## config.mk

```make
export PLATFORM = sky130hd
export DESIGN_NAME = debug_reg_dumper
export DESIGN_NICKNAME = d
export VERILOG_FILES = /design/src/rtl/debug_reg_dumper.sv
export SDC_FILE = /design/constraint.sdc
export NUM_CORES = 1
export LEC_CHECK = 0
export BUFFER_PORTS_ARGS = -buffer_cell sky130_fd_sc_hd__buf_2
export CAP_MARGIN = 25
export CORE_UTILIZATION = 59
export CTS_CLUSTER_DIAMETER = 60
export DETAILED_ROUTE_END_ITERATION = 12
export PLACE_DENSITY = 0.93
export SLEW_MARGIN = 40
export SYNTH_ARGS = -nofsm -noshare
export SYNTH_HDL_FRONTEND = slang
export SYNTH_SLANG_ARGS = --single-unit
```

## constraint.sdc

```tcl
create_clock -name clk -period 3.9 [get_ports clk]
set_input_delay 0.585 -clock clk [delete_from_list [all_inputs] [get_ports clk]]
set_output_delay 0.585 -clock clk [all_outputs]
set_load 0.02 [all_outputs]
```

## src/rtl/debug_reg_dumper.sv

```systemverilog
// Walks the register-file debug port (R0..R15, then PC) and streams each value as a
// framed UART 8N1 byte sequence: 0xA5, index, then the data word LSB first.
module debug_reg_dumper #(
  parameter int DATA_WIDTH   = 32,
  parameter int CLKS_PER_BIT = 868
) (
  input  logic                  clk,
  input  logic                  reset,
  input  logic                  start,
  input  logic [DATA_WIDTH-1:0] debug_reg_out,
  input  logic [DATA_WIDTH-1:0] PC,
  output logic [3:0]            debug_reg_select,
  output logic                  tx,
  output logic                  busy,
  output logic                  done
);

  localparam int NBYTES = DATA_WIDTH / 8;
  localparam int BAUD_W = (CLKS_PER_BIT > 1) ? $clog2(CLKS_PER_BIT) : 1;
  localparam int BYTE_W = $clog2(NBYTES + 2);

  localparam logic [BAUD_W-1:0] BAUD_LAST = BAUD_W'(CLKS_PER_BIT - 1);
  localparam logic [BYTE_W-1:0] BYTE_LAST = BYTE_W'(NBYTES + 1);
  localparam logic [BYTE_W-1:0] BYTE_DATA = BYTE_W'(2);
  localparam logic [4:0]        LAST_IDX  = 5'd16;

  typedef enum logic [1:0] {
    IDLE   = 2'd0,
    SELECT = 2'd1,
    SEND   = 2'd2,
    FINISH = 2'd3
  } state_t;

  state_t                state;
  logic [4:0]            idx;
  logic [BAUD_W-1:0]     baud_cnt;
  logic [3:0]            bit_cnt;
  logic [BYTE_W-1:0]     byte_cnt;
  logic [DATA_WIDTH-1:0] word;
  logic [7:0]            cur_byte;

  // The frame buffer is shifted right after each data byte, so the next data
  // byte is always in word[7:0].
  always_comb begin
    cur_byte = 8'hA5;
    if (byte_cnt == BYTE_W'(1)) begin
      cur_byte = {3'b000, idx};
    end else if (byte_cnt >= BYTE_DATA) begin
      cur_byte = word[7:0];
    end
  end

  // start is a request only: it is accepted on an IDLE cycle and busy reports
  // acceptance from the next cycle; requests while busy are dropped, not queued.
  always_ff @(posedge clk) begin
    if (!reset) begin
      state            <= IDLE;
      tx               <= 1'b1;
      busy             <= 1'b0;
      done             <= 1'b0;
      debug_reg_select <= 4'd0;
      idx              <= 5'd0;
      baud_cnt         <= '0;
      bit_cnt          <= 4'd0;
      byte_cnt         <= '0;
      word             <= '0;
    end else begin
      done <= 1'b0;
      case (state)
        IDLE: begin
          tx   <= 1'b1;
          busy <= 1'b0;
          if (start) begin
            state            <= SELECT;
            busy             <= 1'b1;
            idx              <= 5'd0;
            debug_reg_select <= 4'd0;
          end
        end

        SELECT: begin
          word     <= (idx == LAST_IDX) ? PC : debug_reg_out;
          tx       <= 1'b0;
          baud_cnt <= '0;
          bit_cnt  <= 4'd0;
          byte_cnt <= '0;
          state    <= SEND;
        end

        SEND: begin
          if (baud_cnt != BAUD_LAST) begin
            baud_cnt <= baud_cnt + 1'b1;
          end else begin
            baud_cnt <= '0;
            if (bit_cnt != 4'd9) begin
              // Moving into bit bit_cnt+1: data bit bit_cnt, or the stop bit after d7.
              bit_cnt <= bit_cnt + 4'd1;
              tx      <= (bit_cnt == 4'd8) ? 1'b1 : cur_byte[bit_cnt[2:0]];
            end else begin
              bit_cnt <= 4'd0;
              if (byte_cnt != BYTE_LAST) begin
                byte_cnt <= byte_cnt + 1'b1;
                tx       <= 1'b0;
                if (byte_cnt >= BYTE_DATA) begin
                  word <= word >> 8;
                end
              end else begin
                byte_cnt <= '0;
                tx       <= 1'b1;
                if (idx != LAST_IDX) begin
                  idx              <= idx + 5'd1;
                  debug_reg_select <= (idx >= 5'd15) ? 4'd15 : idx[3:0] + 4'd1;
                  state            <= SELECT;
                end else begin
                  state <= FINISH;
                  done  <= 1'b1;
                  busy  <= 1'b0;
                end
              end
            end
          end
        end

        FINISH: begin
          tx    <= 1'b1;
          state <= IDLE;
        end

        default: begin
          state <= IDLE;
        end
      endcase
    end
  end

endmodule

```

After elaboration in Yosys (flattened, before gate mapping)
Index checks and enable logic that the tools add are counted.
{"block": "classes", "add_sub_neg": 5, "magnitude_cmp": 3, "eq_ne": 18, "mux": 50, "bitwise": 2, "reduce_logical": 11}
{"cell": "2-to-1 mux 32 bit", "n": 5}
{"cell": "one-hot mux 32 bit (2 select lines)", "n": 1}
{"cell": "2-to-1 mux 4 bit", "n": 8}
{"cell": "2-to-1 mux 5 bit", "n": 5}
{"cell": "one-hot mux 10 bit (2 select lines)", "n": 1}
{"cell": "2-to-1 mux 8 bit", "n": 2}
{"cell": "inequality test 2 bit, second input constant", "n": 8}
{"cell": "one-hot mux 4 bit (2 select lines)", "n": 2}
{"cell": "2-to-1 mux 1 bit", "n": 11}
{"cell": "adder 10 x 1 -> 10 bit, second input constant", "n": 1}
{"cell": "2-to-1 mux 10 bit", "n": 1}
{"cell": "2-to-1 mux 2 bit", "n": 5}
{"cell": "inequality test 10 bit, second input constant", "n": 1}
{"cell": "one-hot mux 5 bit (2 select lines)", "n": 1}
{"cell": "AND reduction 5 bit", "n": 2}
{"cell": "2-to-1 mux 3 bit", "n": 3}
{"cell": "adder 4 x 1 -> 4 bit, second input constant", "n": 2}
{"cell": "one-hot mux 2 bit (4 select lines)", "n": 1}
{"cell": "one-hot mux 3 bit (2 select lines)", "n": 1}
{"cell": "AND reduction 6 bit", "n": 1}
{"cell": "adder 5 x 1 -> 5 bit, second input constant", "n": 1}
{"cell": "== test 5 bit, second input constant", "n": 1}
{"cell": ">= comparator 5 x 4 -> 1 bit, second input constant", "n": 1}
{"cell": "inequality test 5 bit, second input constant", "n": 1}
{"cell": "other kinds (20)", "n": 23}
{"block": "totals", "regBits": 63}

Depth between registers and ports, before layout
{"block": "logic_depth", "word_depth": 9, "ltp_mapped": 10, "depth_no_buf": 7}

Worst setup path after synthesis
OpenSTA, ideal clock, no wires.
{"block": "synth_path", "kind": "register -> register", "startpoint": "register baud_cnt[0]", "endpoint": "register idx[3]", "t_arrival_ps": 1962, "t_required_ps": 3827, "slack_ps": 1864, "stages_incl_launch_ff": 8, "path_buffers": 1, "cell_sequence": "dfxtp_1 ha_1 and4b_1 nand3_1 or3_1 buf_2 or3_1 o211ai_2"}
{"block": "synth_between", "elab_chain_len": 3}
{"item": "start: declaration", "line": "36", "source": "logic [BAUD_W-1:0] baud_cnt;"}
{"item": "start signal: assignment", "line": "92", "source": "baud_cnt <= baud_cnt + 1'b1;"}
{"item": "inequality test 10 bit", "line": "91", "source": "if (baud_cnt != BAUD_LAST) begin"}
{"item": "inequality test 2 bit (no line)"}
{"item": "AND reduction 6 bit (no line)"}
{"item": "end signal: assignment", "line": "111", "source": "idx <= idx + 5'd1;"}
{"item": "end: declaration", "line": "35", "source": "logic [4:0] idx;"}
Every way passes these cells.
A chain may end at the register's enable or synchronous reset.

Worst setup path after layout
{"block": "layout_path", "startpoint": "register bit_cnt[0]", "endpoint": "register word[29]"}
{"block": "layout_between", "elab_chain_len": 3}
{"item": "start: declaration", "line": "37", "source": "logic [3:0] bit_cnt;"}
{"item": "start signal: assignment", "line": "97", "source": "bit_cnt <= bit_cnt + 4'd1;"}
{"item": "inequality test 4 bit", "line": "95", "source": "if (bit_cnt != 4'd9) begin"}
{"item": "inequality test 2 bit (no line)"}
{"item": "AND reduction 5 bit (no line)"}
{"item": "end signal: assignment", "line": "82", "source": "word <= (idx == LAST_IDX) ? PC : debug_reg_out;"}
{"item": "end signal: assignment", "line": "105", "source": "word <= word >> 8;"}
{"item": "end: declaration", "line": "39", "source": "logic [DATA_WIDTH-1:0] word;"}
Every way passes these cells.

==> results.py <==
metrics = {
    "worst_setup_path": {
        "end_kind": "register",
        "path_class": "register to register",
        "cp-start-kind": "register",
        "cp.required_ns": 4.11,
        "worst-path-max-fanout": 49,
        "reg2reg_slack_ns": 1.35,
        "cp_data_arrival_time_ns": 2.76,
    },
    "cells_and_area": {
        "diodes": 0,
        "design_area_um2": 4160,
        "final_util_pct": 73.7,
        "fin_cells": 553,
        "area_growth_pct": 17.2,
        "regArea_um2": 1260,
        "fill_cells": 388,
        "nets": 551,
        "drive_gt1_share_pct": 21.4,
        "multi_input_area_um2": 2110,
    },
    "global_routing": {
        "grt_pass1_wl_um": 13800,
        "overflow": 0,
        "grt_antenna_before_repair": 0,
        "grt_pass1_vias": 3101,
        "grt_max_degree": 55,
        "grtUsageTotal_pct": 27.9,
    },
    "placed_design": {
        "hpwl_um": 5660,
        "dp.cells": 537,
        "port_buffers": 73,
        "place_area_um2": 3890,
        "place_ws_ns": 1.40,
        "place.gp.congestion": 0.849,
    },
    "clocking": {
        "cts_hold_buf": 0,
        "clockBufferDepth": 2,
        "postCtsSetupBuffers": 0,
        "clock_latency_ns": 0.35,
        "ctsHtreeMaxLevel": 3,
        "ctsRootBufferMaster": "clkbuf_8",
        "cts.sinks": 63,
        "tritoncts": "done",
        "cts_buffers": 9,
        "clk_pin_slew_ns": 0.07,
        "cts_resized": 0,
    },
    "floorplanning": {
        "rows": 27,
        "die_x_um": 79.5,
        "die_area_um2": 6320,
        "die_h_um": 79.5,
        "ios": 74,
        "core_um2": 5640,
        "initial_core_util_pct": 62.9,
    },
    "synthesis": {
        "syn_area_um2": 3550,
        "yosysTopAreaCell": "dfxtp_1",
        "yosys_warnings": 0,
        "synth_top_area_share_pct": 35.6,
        "syn_inst": 424,
        "yosysSeqAreaShare_pct": 35.6,
        "ys_async_sr_fraction_pct": 0,
        "postSynthAreaPerCell_um2": 8.36,
        "ys.flop_type": "dfxtp_1",
        "synthesis.nets": 499,
        "ys_ff_latch": 63,
        "synth_edf_count": 0,
        "synth_commonest_cells": "83 x nand2_1, 63 x dfxtp_1, 35 x mux2i_1",
        "synth_cell_types": 56,
        "yosysMostFrequentCell": "nand2_1",
        "ys_top_cells_by_area": "dfxtp_1 36%, mux2i_1 9.9%, nand2_1 8.8%",
    },
    "power": {
        "p_total_mw": 2.05,
        "vdd_drop_max_uv": 408,
        "p_leak_nw": 1.67,
        "powerDensity_nw_per_um2": 493,
    },
    "detailed_routing": {
        "drc_errors": 0,
        "viasPerCell": 6.21,
        "first_iter_violations": 252,
        "dr_total_vias": 3433,
        "ant_nets": 0,
        "wl_per_cell_um": 15.3,
        "drtPass1Iterations": 5,
        "drt_wl_total_um": 8440,
    },
    "timing": {
        "fmax_mhz": 392,
        "skew_ns": 0.0119,
        "final_max_slew_viol_count": 0,
        "fin_setup_tns_ns": 0,
        "finalHoldViolCount": 0,
        "grt_setup_unrepaired": "no",
        "whs_ns": 0.455,
        "finalSetupViolCount": 0,
        "post-route-period-util_pct": 65.4,
        "tightestPinTransition_ns": 0.680,
        "slew-limit-headroom_pct": 54.6,
        "fin_ws_ns": 1.35,
        "period_minus_slack_ns": 2.55,
    },
    "worst_hold_path": {
        "hold_path.class": "register to register",
    },
    "flow_run": {
        "maxCapViolations": 0,
    },
    "outcome": {
        "outcome": "complete, no violations",
    },
}
-- area by class of cell --
cell class                      instances  share of cell area [%]
Multi-Input combinational cell        317                    50.8
Sequential cell                        63                    30.3
Timing Repair Buffer                   77                    9.51
Clock buffer                           11                    3.40
Clock inverter                          5                    3.10
Tap cell                               72                    2.17
Inverter                                8                   0.722
-- worst paths after layout --
| path | from | depth (start not counted) | to |
|---|---|---|---|
| worst max register to register | bit_cnt[0] | 6 | word[29] |
| worst min register to register | word[18] | 2 | word[18] |
| worst max-delay path | bit_cnt[0] | 6 | word[29] |
| worst min-delay path | word[18] | 2 | word[18] |
-- state kept, by name, indices dropped and copies added, names as in the netlist --
signal	cells
word	32
state	2
baud_cnt	10
bit_cnt	4
busy	1
debug_reg_select	4
idx	5
done	1
byte_cnt	3
tx	1
-- report_power, final --
group          switching (mW)  internal, mW
logic                   0.303         0.158
clock network           0.258         0.508
registers              0.0674         0.753
total                   0.629          1.42
-- cells in the final DEF, fill, tap and decap left out, types with 4 or more instances in the layout --
cell type	Yosys	final
buf_2	8	73
ha_1	8	8
and2_1	4	4
nor2b_1	5	5
buf_4	3	4
a21oi_1	6	6
o2bb2ai_1	10	10
and3_1	6	6
o21ai_1	9	9
dfxtp_1	63	63
xor2_1	5	5
mux2i_1	35	35
inv_1	8	8
a21boi_0	4	4
nand3_1	9	9
clkbuf_8	0	10
o2111ai_1	25	25
nor3_1	4	4
xnor2_1	4	4
nor2_1	18	18
o21ai_0	27	27
nand2_1	83	83
nand4_1	7	7
bufinv_16	0	4
-- critical path, cell delays in order (launching register included) --
cell       delay (ns)
dfxtp_1          0.58
and4bb_1         0.43
nand4_2          0.19
a221oi_4         0.31
buf_4            0.42
nor2b_1          0.27
o2bb2ai_1        0.20
-- per-layer routing --
layer	global-route usage, %	vias up	routed length (µm)
met5	0	-	0
met1	34.3	1601	3520
met4	13.8	0	250
li1	-	1655	-
met3	5.60	30	559
met2	46.2	147	4100
-- logic make-up after synthesis --
family	count (synthesis)	share of synthesized area (%)
mux	36	10.5
buf+inv	44	5.68
fa+ha+maj	8	2.82
compound gates	106	21.5
simple gates	158	21.7
xor+xnor	9	2.22
flops	63	35.6
Power figures use the tool's default switching activity.
